**src/rtl/dot_seq_pkg.sv**
```systemverilog
// Shared types and default sizing for the dot-product sequencer.
package dot_seq_pkg;

    localparam int DEFAULT_DATA_WIDTH = 4;
    localparam int DEFAULT_MAX_LEN    = 16;

    typedef enum logic [1:0] {
        IDLE,
        LOAD,
        DRAIN,
        DONE
    } state_t;

endpackage

```
**src/rtl/dot_seq_ctrl_mac_dp.sv**
```systemverilog
// Two-stage MAC datapath: registered product with a valid flag, then a wrapping accumulator.
module mac_dp
    import dot_seq_pkg::*;
#(
    parameter int DATA_WIDTH = DEFAULT_DATA_WIDTH
) (
    input  logic                    clk,
    input  logic                    reset,
    input  logic                    clear,
    input  logic                    en,
    input  logic [DATA_WIDTH-1:0]   operand_a,
    input  logic [DATA_WIDTH-1:0]   operand_b,
    output logic [2*DATA_WIDTH-1:0] acc
);

    logic [2*DATA_WIDTH-1:0] prod;
    logic                    prod_valid;

    always_ff @(posedge clk) begin
        if (reset) begin
            prod       <= '0;
            prod_valid <= 1'b0;
            acc        <= '0;
        end else if (clear) begin
            prod_valid <= 1'b0;
            acc        <= '0;
        end else begin
            prod_valid <= en;
            if (en) begin
                prod <= (2*DATA_WIDTH)'(operand_a) * (2*DATA_WIDTH)'(operand_b);
            end
            if (prod_valid) begin
                acc <= acc + prod;
            end
        end
    end

endmodule

```
**src/rtl/dot_seq_ctrl.sv**
```systemverilog
// Dot-product sequencer: pulls operand pairs, drives the MAC datapath, drains it and presents the sum.
module dot_seq_ctrl
    import dot_seq_pkg::*;
#(
    parameter int DATA_WIDTH = DEFAULT_DATA_WIDTH,
    parameter int MAX_LEN    = DEFAULT_MAX_LEN,
    parameter int LEN_WIDTH  = $clog2(MAX_LEN + 1)
) (
    input  logic                    clk,
    input  logic                    reset,
    input  logic                    start,
    input  logic [LEN_WIDTH-1:0]    len,
    output logic                    busy,
    input  logic                    in_valid,
    output logic                    in_ready,
    input  logic [DATA_WIDTH-1:0]   operand_a,
    input  logic [DATA_WIDTH-1:0]   operand_b,
    output logic                    out_valid,
    input  logic                    out_ready,
    output logic [2*DATA_WIDTH-1:0] result
);

    localparam logic [LEN_WIDTH-1:0] LEN_MAX = LEN_WIDTH'(MAX_LEN);

    state_t               state_q, state_d;
    logic [LEN_WIDTH-1:0] remaining_q, remaining_d;
    logic                 clear;
    logic                 accept;

    assign accept = in_valid && in_ready;

    always_ff @(posedge clk) begin
        if (reset) begin
            state_q     <= IDLE;
            remaining_q <= '0;
        end else begin
            state_q     <= state_d;
            remaining_q <= remaining_d;
        end
    end

    always_comb begin
        state_d     = state_q;
        remaining_d = remaining_q;
        busy        = (state_q != IDLE);
        in_ready    = 1'b0;
        out_valid   = 1'b0;
        clear       = 1'b0;
        case (state_q)
            IDLE: begin
                if (start) begin
                    clear = 1'b1;
                    if (len == '0) begin
                        state_d = DONE;
                    end else begin
                        remaining_d = (len > LEN_MAX) ? LEN_MAX : len;
                        state_d     = LOAD;
                    end
                end
            end
            LOAD: begin
                in_ready = 1'b1;
                if (in_valid) begin
                    remaining_d = remaining_q - LEN_WIDTH'(1);
                    if (remaining_q == LEN_WIDTH'(1)) begin
                        state_d = DRAIN;
                    end
                end
            end
            // The last product lands in the accumulator during this single cycle.
            DRAIN: begin
                state_d = DONE;
            end
            DONE: begin
                out_valid = 1'b1;
                if (out_ready) begin
                    state_d = IDLE;
                end
            end
            default: begin
                state_d = IDLE;
            end
        endcase
    end

    mac_dp #(
        .DATA_WIDTH(DATA_WIDTH)
    ) u_mac_dp (
        .clk       (clk),
        .reset     (reset),
        .clear     (clear),
        .en        (accept),
        .operand_a (operand_a),
        .operand_b (operand_b),
        .acc       (result)
    );

endmodule

```
**config.mk**
```make
export PLATFORM = sky130hd
export DESIGN_NAME = dot_seq_ctrl
export DESIGN_NICKNAME = d
export VERILOG_FILES = /design/src/rtl/dot_seq_pkg.sv /design/src/rtl/dot_seq_ctrl_mac_dp.sv /design/src/rtl/dot_seq_ctrl.sv
export SDC_FILE = /design/constraint.sdc
export NUM_CORES = 1
export LEC_CHECK = 0
export BUFFER_PORTS_ARGS = -buffer_cell sky130_fd_sc_hd__buf_4
export CAP_MARGIN = 5
export CORE_MARGIN = 2
export CORE_UTILIZATION = 55
export DETAILED_ROUTE_END_ITERATION = 10
export HOLD_SLACK_MARGIN = 0.08
export PLACE_DENSITY = 0.89
export SYNTH_ARGS = -nofsm -noshare
export SYNTH_HDL_FRONTEND = slang
export SYNTH_SLANG_ARGS = --single-unit
```
**constraint.sdc**
```tcl
create_clock -name clk -period 3.5 [get_ports clk]
set_input_delay 0.175 -clock clk [delete_from_list [all_inputs] [get_ports clk]]
set_output_delay 0.175 -clock clk [all_outputs]
set_load 0.01 [all_outputs]
```
==> run metrics, run 1 <==
DR iter-0 viols=80; CTS tree=built; Post-CTS Resized=0; number of diodes=0; Final Max Slew Viols=0; max_slew headroom=65.7%; DRC viols=0; Synth async-reset ratio=0%; GPL Wtd Cong=0.884; Setup Skew=0.00243 ns; Hold Vio Cnt, Final=0; post-cts hold buffer count=0; antenna-violating nets left=0; post-synthesis sequential area ratio=25.4%; final worst path period need=2.41 ns; layout cells sized above 1=15.4%; Cell Pwr Density=433 nW/um^2; worst-skew pair later-pin latency=0.31 ns; max_cap viols=0; IO Pins=29; vias=1671; nets@finish=305; Worst R2R End=u_mac_dp.acc[6]$_SDFFE_PP0P_; Initial Util=57.2%; Hold Path Stages=3; wire length on met1=1730 um; vias in the first global route=1568; post-synthesis compound-gate area fraction=17.5%; post-DP HPWL=3070 um; WP data required=3.71 ns; DRT Pass-1 Iters=4; predominant post-synthesis flop cell=dfxtp_1; Die ar.=3930 sq um; maximum vdd drop=331 uV; core box area=3310 sq um; Die Y=62.7 um; mux cell area share after synthesis=3.17%; Yosys Warn Count=0; largest net degree at the start of global routing=18; Worst Tran Pin Value=0.515 ns; WL met3=114 um; number of synthesized flops with an enable pin=0; setup slack after layout=1.09 ns; first-pass GRT wire length=6520 um; total gr overflow=0; Final Cycle Share=69.0%; critical path launch point type=input port; most frequent cells in the layout=nand2_1, buf_4, ha_1; Hold EP=u_mac_dp.prod[0]$_SDFFE_PP0P_; Post-Synth XOR/XNOR Area=2.31%; vias per cell=5.57; top cells by area, synth=dfxtp_1, ha_1, nand2_1, fa_1, a21oi_1; clk slew on worst S/H paths=0.12 ns; Final setup viols=0; Longest Clk Path Bufs=2; worst r2r src=u_mac_dp.acc[0]$_SDFFE_PP0P_; Avg Cell Area, Syn=8.27 sq um; Layout area overhead=13.4%; share of the synthesized area in the top cell type=25.4%; P_leak=0.947 nW; # port buffers=28; Post-CTS Setup Repair Bufs=0; synth unique cells=43; WL/cell=12.4 um; Seq cells post-synth=24; die width=62.7 um; total track usage=20.4%; Post-DP Area=2120 sq um; R2R cell count=8; Clock Root Buffer=clkbuf_4; Hold Path Origin=operand_a[0]; fmax=0.414 GHz; endpoint type of the worst setup path=flop; synthesized net count=278; Synth Area in Simple Gates=24.5%; clock tree sinks=24; worst path arrival time=2.63 ns; H-Tree Level Count=1; Hold WS=0.0997 ns; CP Class=input port to flop; most common cell after layout, fill and taps aside=nand2_1; cell count after synthesis=229; r2r setup slk=1.54 ns; DR WL met2=1800 um; Synth area leader=dfxtp_1; filler instances=312; Worst Hold Class=input port to flop; combinational family with the most area after synthesis=simple AND/OR/NAND/NOR gates; Synth Area in Adders=22.5%; status=finished, final reports clean; post-layout instance area=2150 sq um; critical path fanouts, max=4; Syn Std Cell Area=1890 sq um; setup_tns=0 ns; num rows=21; RSZ-0062 raised after global routing=false; initial antenna violation count=0; dpl ws=0.731 ns; Num CTS Buffers=3; Detailed Route WL=3710 um; Top Metal Used=met4
cells in the mapped netlist, drive strengths merged, types with 2 or more instances:
| master | n |
|---|---|
| nand2 | 31 |
| ha | 26 |
| dfxtp | 24 |
| a21oi | 20 |
| nor2 | 18 |
| inv | 14 |
| and2 | 13 |
| o21ai | 9 |
| nand3 | 8 |
| nor3 | 7 |
| a211oi | 6 |
| mux2i | 6 |
| fa | 5 |
| xnor2 | 5 |
| a21o | 3 |
| buf | 3 |
| clkbuf | 3 |
| nand3b | 3 |
| a31oi | 2 |
| nand4b | 2 |
| nor3b | 2 |
| nor4b | 2 |
| o21bai | 2 |
| or2 | 2 |
| or4 | 2 |
through the flow:
step                      std cells  power [W]  utilization (%)
after floorplan                 229   0.000726                -
after global placement          297   0.000797             64.2
after detailed placement        297   0.000816             64.2
after CTS                       300   0.000932             64.9
after global routing            300    0.00101             64.9
final                           300   0.000929             64.9
logic make-up after synthesis:
family / count (synthesis)
AOI/OAI and AO/OA: 50
xor gates and xnor gates: 5
adders and majority gates: 31
buffers and inverters: 20
DFF: 24
muxes: 6
and+or+nand+nor: 93
per-layer routing:
layer / GRT usage, % / up-vias
met1: 24.7 / 774
li1: - / 855
met5: 0 / -
met3: 2.34 / 7
met2: 37.1 / 35
met4: 6.94 / 0
power breakdown:
group	total (W)	switching (W)	internal, W
Clock	0.000118	0.0000773	0.0000403
Sequential	0.000356	0.0000387	0.000317
Combinational	0.000456	0.000259	0.000197
registers in the layout, summed over array words and instances (netlist names):
signal               count
remaining_q              5
u_mac_dp.prod            8
u_mac_dp.prod_valid      1
u_mac_dp.acc             8
state_q                  2
how the worst max path moves through the flow:
| stage | to | startpoint | slack, ns | cells after the start |
|---|---|---|---|---|
| 2_1_floorplan | u_mac_dp.prod[6]$_SDFFE_PP0P_ | operand_a[0] | 0.98 | 10 |
| 3_5_place_dp | u_mac_dp.prod[7]$_SDFFE_PP0P_ | operand_a[0] | 0.73 | 10 |
| 3_3_place_gp | u_mac_dp.prod[6]$_SDFFE_PP0P_ | operand_a[0] | 0.83 | 11 |
| 5_1_grt | u_mac_dp.prod[7]$_SDFFE_PP0P_ | operand_a[0] | 0.86 | 10 |
| 4_1_cts | u_mac_dp.prod[7]$_SDFFE_PP0P_ | operand_a[0] | 1.07 | 10 |
| 6_report | u_mac_dp.prod[7]$_SDFFE_PP0P_ | operand_a[0] | 1.09 | 10 |
worst max-delay path, stage by stage:
cell,delay (ns)
buf_4,0.10
nand2_1,0.08
fa_1,0.54
inv_1,0.06
fa_1,0.53
ha_1,0.31
a21o_1,0.17
a21oi_1,0.22
o21ai_0,0.14
o311ai_0,0.31
cell type report:
type | count | area (sq um) | area share [%]
multi-input combinational | 185 | 1320 | 61.7
sequential | 24 | 480 | 22.4
timing repair buffer | 28 | 210 | 9.79
tap | 46 | 57.6 | 2.68
inverter | 14 | 52.6 | 2.45
clock buffer | 3 | 22.5 | 1.05
Power figures use the tool's default switching activity.
==> run 2, diff against run 1 <==
--- a/config.mk
+++ b/config.mk
@@ -5,13 +5,14 @@
 export SDC_FILE = /design/constraint.sdc
 export NUM_CORES = 1
 export LEC_CHECK = 0
+export ABC_AREA = 1
 export BUFFER_PORTS_ARGS = -buffer_cell sky130_fd_sc_hd__buf_4
 export CAP_MARGIN = 5
 export CORE_MARGIN = 2
-export CORE_UTILIZATION = 55
+export CORE_UTILIZATION = 52
 export DETAILED_ROUTE_END_ITERATION = 10
 export HOLD_SLACK_MARGIN = 0.08
-export PLACE_DENSITY = 0.89
+export PLACE_DENSITY = 0.88
 export SYNTH_ARGS = -nofsm -noshare
 export SYNTH_HDL_FRONTEND = slang
 export SYNTH_SLANG_ARGS = --single-unit
==> constraint.sdc (replaced) <==
create_clock -name clk -period 2.2 [get_ports clk]
set_input_delay 0.11 -clock clk [delete_from_list [all_inputs] [get_ports clk]]
set_output_delay 0.11 -clock clk [all_outputs]
set_load 0.01 [all_outputs]
==> run metrics, run 2 <==
max_slew headroom=66.4% (was 65.7%); WP data required=2.37 ns (was 3.71 ns); Detailed Route WL=4140 um (was 3710 um); Syn Std Cell Area=1950 sq um (was 1890 sq um); IO Pins=29 (unchanged); most common cell after layout, fill and taps aside=nand2_1 (unchanged); Top delay family on crit path=adder cells (unchanged); Seq cells post-synth=24 (unchanged); number of diodes=0 (unchanged); share of the synthesized area in the top cell type=24.6% (was 25.4%); core box area=3630 sq um (was 3310 sq um); max_cap viols=0 (unchanged); num rows=22 (was 21); layout cells sized above 1=14.9% (was 15.4%); DRT Pass-1 Iters=4 (unchanged); GPL Wtd Cong=0.863 (was 0.884); worst-skew pair later-pin latency=0.27 ns (was 0.31 ns); Longest Clk Path Bufs=2 (unchanged); RSZ-0062 raised after global routing=false (unchanged); largest net degree at the start of global routing=15 (was 18); vias=1923 (was 1671); CP max-delay cell=fa_1 (unchanged); Worst Hold Class=input port to flop (unchanged); synth unique cells=20 (was 43); total track usage=20.9% (was 20.4%); Die Y=65.2 um (was 62.7 um); DR iter-0 viols=99 (was 80); die width=65.2 um (was 62.7 um); Synth async-reset ratio=0% (unchanged); setup_tns=0 ns (unchanged); Synth area leader=dfxtp_1 (unchanged); CTS tree=built (unchanged); # port buffers=28 (unchanged); critical path launch point type=input port (unchanged); H-Tree Level Count=1 (unchanged); Final Cycle Share=94.7%; Num CTS Buffers=3 (unchanged); number of synthesized flops with an enable pin=0 (unchanged); synthesized net count=336 (was 278); Worst Tran Pin Value=0.504 ns (was 0.515 ns); predominant post-synthesis flop cell=dfxtp_1 (unchanged); final core occ=65.2% (was 64.9%); Crit path top cell by count=fa_1 (unchanged); endpoint type of the worst setup path=flop (unchanged); Avg Cell Area, Syn=6.79 sq um (was 8.27 sq um); Layout area overhead=21.5% (was 13.4%); DRC viols=0 (unchanged); post-synthesis sequential area ratio=24.6% (was 25.4%); top cells by area, synth=dfxtp_1, ha_1, nand2_1, inv_1, nand3_1 (was dfxtp_1, ha_1, nand2_1, fa_1, a21oi_1); antenna-violating nets left=0 (unchanged); count leader, synth=nand2_1 (unchanged); Post-CTS Resized=0 (unchanged); first-pass GRT wire length=7140 um (was 6520 um); Synth top cells by count=nand2_1, inv_1, nor2_1 (was nand2_1, ha_1, dfxtp_1); Initial Util=53.7% (was 57.2%); clk slew on worst S/H paths=0.09 ns (was 0.12 ns); total gr overflow=0 (unchanged); P_leak=1.30 nW (was 0.947 nW); CP Class=input port to flop (unchanged); most frequent cells in the layout=nand2_1, inv_1, buf_4 (was nand2_1, buf_4, ha_1); initial antenna violation count=0 (unchanged); Clock Root Buffer=clkbuf_8 (was clkbuf_4); status=finished, final reports clean (unchanged); Hold Vio Cnt, Final=0 (unchanged); worst path arrival time=2.25 ns (was 2.63 ns); critical path fanouts, max=2 (was 4); Setup Skew=0.00685 ns (was 0.00243 ns); Buf/Inv on CP=3 (was 2); Cell Chain, Critical Path=buf_4, nand2_1, fa_1, inv_1, fa_1, fa_1, nand3_1, a21oi_1, o21ai_0, inv_1 (was buf_4, nand2_1, fa_1, inv_1, fa_1, ha_1, a21o_1, a21oi_1, o21ai_0, o311ai_0); Final Max Slew Viols=0 (unchanged); post-DP HPWL=3270 um (was 3070 um); clock tree sinks=24 (unchanged); Largest regs=u_mac_dp.acc (8), u_mac_dp.prod (8), remaining_q (5) (unchanged); Final setup viols=0 (unchanged); WL/cell=11.0 um (was 12.4 um); Cell Pwr Density=840 nW/um^2 (was 433 nW/um^2); vias per cell=5.11 (was 5.57); fmax=0.480 GHz; Die ar.=4250 sq um (was 3930 sq um); delay of the slowest cell on the worst path=0.54 ns (about the same); maximum vdd drop=365 uV (was 331 uV); vias in the first global route=1811 (was 1568); cell count after synthesis=287 (was 229); Yosys Warn Count=0 (unchanged); final worst path period need=2.08 ns; nets@finish=378 (was 305)
[run 2: cell count changes in the layout (fill, tap and decap cells not counted), sizes merged, moves of 6 or more]
cell / before / now
nand3: 8 / 31
nor2: 18 / 37
mux2i: 6 / 0
and2: 13 / 0
inv: 14 / 49
o21ai: 9 / 15
buf: 28 / 37
nor3: 7 / 0
a211oi: 6 / 0
nand2: 31 / 60
[run 2: through the flow]
stage                     total power (W)  instances  hold WS (ns)  setup slack [ns]  instance area, sq um
after floorplan                   0.00134        287         0.179           0.00433                  1950
after global placement            0.00156        370         0.327            -0.114                  2280
after detailed placement          0.00159        370         0.332            -0.186                  2280
after CTS                         0.00200        376         0.156             0.106                  2370
after global routing              0.00218        376         0.184           0.00512                  2370
final                             0.00199        376         0.167             0.116                  2370
[run 2: where the power goes]
part / switching [W] / internal, W / leakage, nW / total (W)
sequential: 0.0000759 / 0.000527 / 0.196 / 0.000603
clock: 0.000148 / 0.000243 / 0.0357 / 0.000391
combinational: 0.000585 / 0.000410 / 1.07 / 0.000994
[run 2: worst reg2reg max path, stage by stage, from the launching register on]
cell and delay, ns:
dfxtp_1 0.38, ha_1 0.18, inv_1 0.06, fa_1 0.40, inv_1 0.10, nand2_1 0.05, nand2_1 0.08, nand3b_1 0.11
nand3_1 0.09, nand2_1 0.05, nor2_1 0.10, nor2_1 0.04
[run 2: path summary, 6_finish.rpt]
check | from | endpoint | slack (ns) | depth (start not counted)
hold / removal | operand_a[0] | u_mac_dp.prod[0]$_SDFFE_PP0P_ | 0.17 | 4
setup / recovery | operand_a[0] | u_mac_dp.prod[6]$_SDFFE_PP0P_ | 0.12 | 10
setup reg to reg | u_mac_dp.acc[0]$_SDFFE_PP0P_ | u_mac_dp.acc[6]$_SDFFE_PP0P_ | 0.46 | 11
hold reg to reg | remaining_q[1]$_SDFFE_PP0P_ | remaining_q[1]$_SDFFE_PP0P_ | 0.49 | 2
[run 2: logic make-up after synthesis]
| kind of cell | synth area share, % |
|---|---|
| compound gates | 10.5 |
| xor+xnor | 1.80 |
| fa+ha+maj | 21.8 |
| buf+inv | 9.95 |
| flops | 24.6 |
| simple gates | 31.3 |
[run 2: per-layer routing]
metal,GRT usage (%),up-vias,part of all wire (%)
met4,10.9,0,2.2
met5,0,-,0
met1,24.9,871,45
met2,37.1,40,49
li1,-,1002,-
met3,1.71,10,3.0
[run 2: layout make-up]
type                            instances  area [sq um]
Tap cell                               48          60.1
Sequential cell                        24           480
Clock inverter                          1          30.0
Timing Repair Buffer                   39           298
Multi-Input combinational cell        212          1270
Inverter                               49           184
Clock buffer                            3          41.3
Fill cell                             322          1260
[run 2: what timing repair did]
action	4_1_cts	5_1_grt
endpoints found under the hold margin	4	0
hold buffers	2	0
buffers inserted	0	0
==> run 3, diff against run 2 <==
--- a/config.mk
+++ b/config.mk
@@ -6,7 +6,7 @@
 export NUM_CORES = 1
 export LEC_CHECK = 0
 export ABC_AREA = 1
-export BUFFER_PORTS_ARGS = -buffer_cell sky130_fd_sc_hd__buf_4
+export BUFFER_PORTS_ARGS = -buffer_cell sky130_fd_sc_hd__buf_2
 export CAP_MARGIN = 5
 export CORE_MARGIN = 2
 export CORE_UTILIZATION = 52
==> constraint.sdc (replaced) <==
create_clock -name clk -period 2.2 [get_ports clk]
set_input_delay 0.33 -clock clk [delete_from_list [all_inputs] [get_ports clk]]
set_output_delay 0.33 -clock clk [all_outputs]
set_load 0.01 [all_outputs]
==> run metrics, run 3 (synthesized netlist as in run 2, its figures left out) <==
vias in the first global route=1752 (was 1811); most common cell after layout, fill and taps aside=nand2_1 (unchanged); layout cells sized above 1=18.6% (was 14.9%); worst-skew pair later-pin latency=0.27 ns (about the same); WL/cell=11.0 um (about the same); P_leak=1.30 nW (about the same); DRT Pass-1 Iters=4 (unchanged); maximum vdd drop=409 uV (was 365 uV); final worst path period need=2.15 ns (was 2.08 ns); Layout area overhead=22.6% (was 21.5%); Worst Tran Pin Value=0.464 ns (was 0.504 ns); DR iter-0 viols=110 (was 99); CTS tree=built (unchanged); Final Non-Filler Cells=376 (unchanged); status=finished, final reports clean (unchanged); worst path arrival time=2.34 ns (was 2.25 ns); fmax=0.466 GHz (was 0.480 GHz); Die ar.=4250 sq um (unchanged); Worst Setup EP=u_mac_dp.prod[4]$_SDFFE_PP0P_ (was u_mac_dp.prod[6]$_SDFFE_PP0P_); Final Cycle Share=97.6% (was 94.7%); Post-CTS Setup Repair Bufs=0 (unchanged); Die Y=65.2 um (unchanged); CP Class=input port to flop (unchanged); die width=65.2 um (unchanged); antenna-violating nets left=0 (unchanged); Largest regs=u_mac_dp.acc (8), u_mac_dp.prod (8), remaining_q (5) (unchanged); # port buffers=28 (unchanged); RSZ-0062 raised after global routing=true (was false); nets@finish=378 (unchanged); setup slack after layout=0.0531 ns (was 0.116 ns); Hold Path Stages=2 (was 4); vias=1897 (was 1923); clock tree sinks=24 (unchanged); Setup Skew=0.00492 ns (was 0.00685 ns); max_cap viols=0 (unchanged); worst r2r src=u_mac_dp.acc[0]$_SDFFE_PP0P_ (unchanged); largest net degree at the start of global routing=15 (unchanged); Hold WS=0.300 ns (was 0.167 ns); r2r setup slk=0.37 ns (was 0.46 ns); cell count after placement=372 (was 370); critical path fanouts, max=3 (was 2); Final Max Slew Viols=0 (unchanged); CP Launch Point=operand_b[2] (was operand_a[0]); critical path launch point type=input port (unchanged); IO Pins=29 (unchanged); setup_tns=0 ns (unchanged); clk slew on worst S/H paths=0.09 ns (about the same); WP data required=2.39 ns (was 2.37 ns); most frequent cells in the layout=nand2_1, inv_1, nor2_1 (was nand2_1, inv_1, buf_4); max_slew headroom=69.0% (was 66.4%); Final setup viols=0 (unchanged); R2R cell count=11 (unchanged); total power=0.00201 W (was 0.00199 W); H-Tree Level Count=1 (unchanged); post-DP HPWL=3160 um (was 3270 um); Cell Pwr Density=839 nW/um^2 (was 840 nW/um^2); Initial Util=53.7% (unchanged); number of diodes=0 (unchanged); endpoint type of the worst setup path=flop (unchanged); first-pass GRT wire length=6850 um (was 7140 um); Num CTS Buffers=3 (unchanged); num rows=22 (unchanged); dpl ws=-0.278 ns (was -0.186 ns); DRC viols=0 (unchanged); total track usage=19.9% (was 20.9%); vias per cell=5.05 (was 5.11); total gr overflow=0 (unchanged); Worst Hold Class=input port to flop (unchanged); Worst R2R End=u_mac_dp.acc[6]$_SDFFE_PP0P_ (unchanged); Longest Clk Path Bufs=2 (unchanged); Detailed Route WL=4120 um (was 4140 um); initial antenna violation count=0 (unchanged); Clock Root Buffer=clkbuf_8 (unchanged); core box area=3630 sq um (unchanged); GPL Wtd Cong=0.873 (was 0.863); Hold Vio Cnt, Final=0 (unchanged)
[run 3: changes by cell type in the layout (fill, tap and decap cells not counted), sizes merged]
| cell | previous run | this run |
|---|---|---|
| buf | 37 | 39 |
| dlygate4sd3 | 2 | 0 |
[run 3: worst min-delay path by stage]
stage | start | to
floorplan | reset | remaining_q[0]$_SDFFE_PP0P_
global placement | remaining_q[1]$_SDFFE_PP0P_ | remaining_q[1]$_SDFFE_PP0P_
detailed placement | remaining_q[1]$_SDFFE_PP0P_ | remaining_q[1]$_SDFFE_PP0P_
CTS | reset | remaining_q[0]$_SDFFE_PP0P_
global route | reset | remaining_q[0]$_SDFFE_PP0P_
finish | reset | remaining_q[0]$_SDFFE_PP0P_
[run 3: stage by stage]
| step | cell area (sq um) | utilization (%) |
|---|---|---|
| finish | 2390 | 65.8 |
| global route | 2390 | 65.8 |
| CTS | 2330 | 64.1 |
| detailed placement | 2260 | 62.1 |
| global placement | 2260 | 62.1 |
| floorplan | 1980 | - |
[run 3: cell type report]
cell class / instances / area (sq um)
multi-input cells: 212 / 1340
fillers: 319 / 1240
flip-flops and latches: 24 / 480
repair buffers: 39 / 255
inverters: 49 / 184
well taps: 48 / 60.1
clock buffers: 3 / 41.3
clock inverters: 1 / 30.0
[run 3: timing repair]
action | 4_1_cts | 5_1_grt
hold buffers | 0 | 0
endpoints found under the setup margin | 1 | 3
pin swaps | 0 | 9
gates cloned | 0 | 0
gates resized for setup | 1 | 17
[run 3: per-layer routing]
metal	routed length, um	share of wire, %	vias up	global-route usage, %
met5	0	0	-	0
met4	46	1.1	0	7.81
met3	125	3.0	4	1.20
met2	2100	51	36	37.1
met1	1850	45	855	23.7
li1	-	-	1002	-
[run 3: critical path, stage by stage]
cell     delay (ns)
buf_8          0.08
nand2_4        0.05
fa_1           0.55
inv_2          0.04
fa_2           0.50
fa_2           0.38
buf_4          0.15
xnor2_1        0.11
a21oi_1        0.15
[run 3: report_power, final]
| part | leakage, nW | switching [W] | internal, W |
|---|---|---|---|
| clock | 0.0357 | 0.000145 | 0.000243 |
| sequential | 0.196 | 0.0000778 | 0.000527 |
| combinational | 1.07 | 0.000604 | 0.000408 |
| total | 1.30 | 0.000827 | 0.00118 |
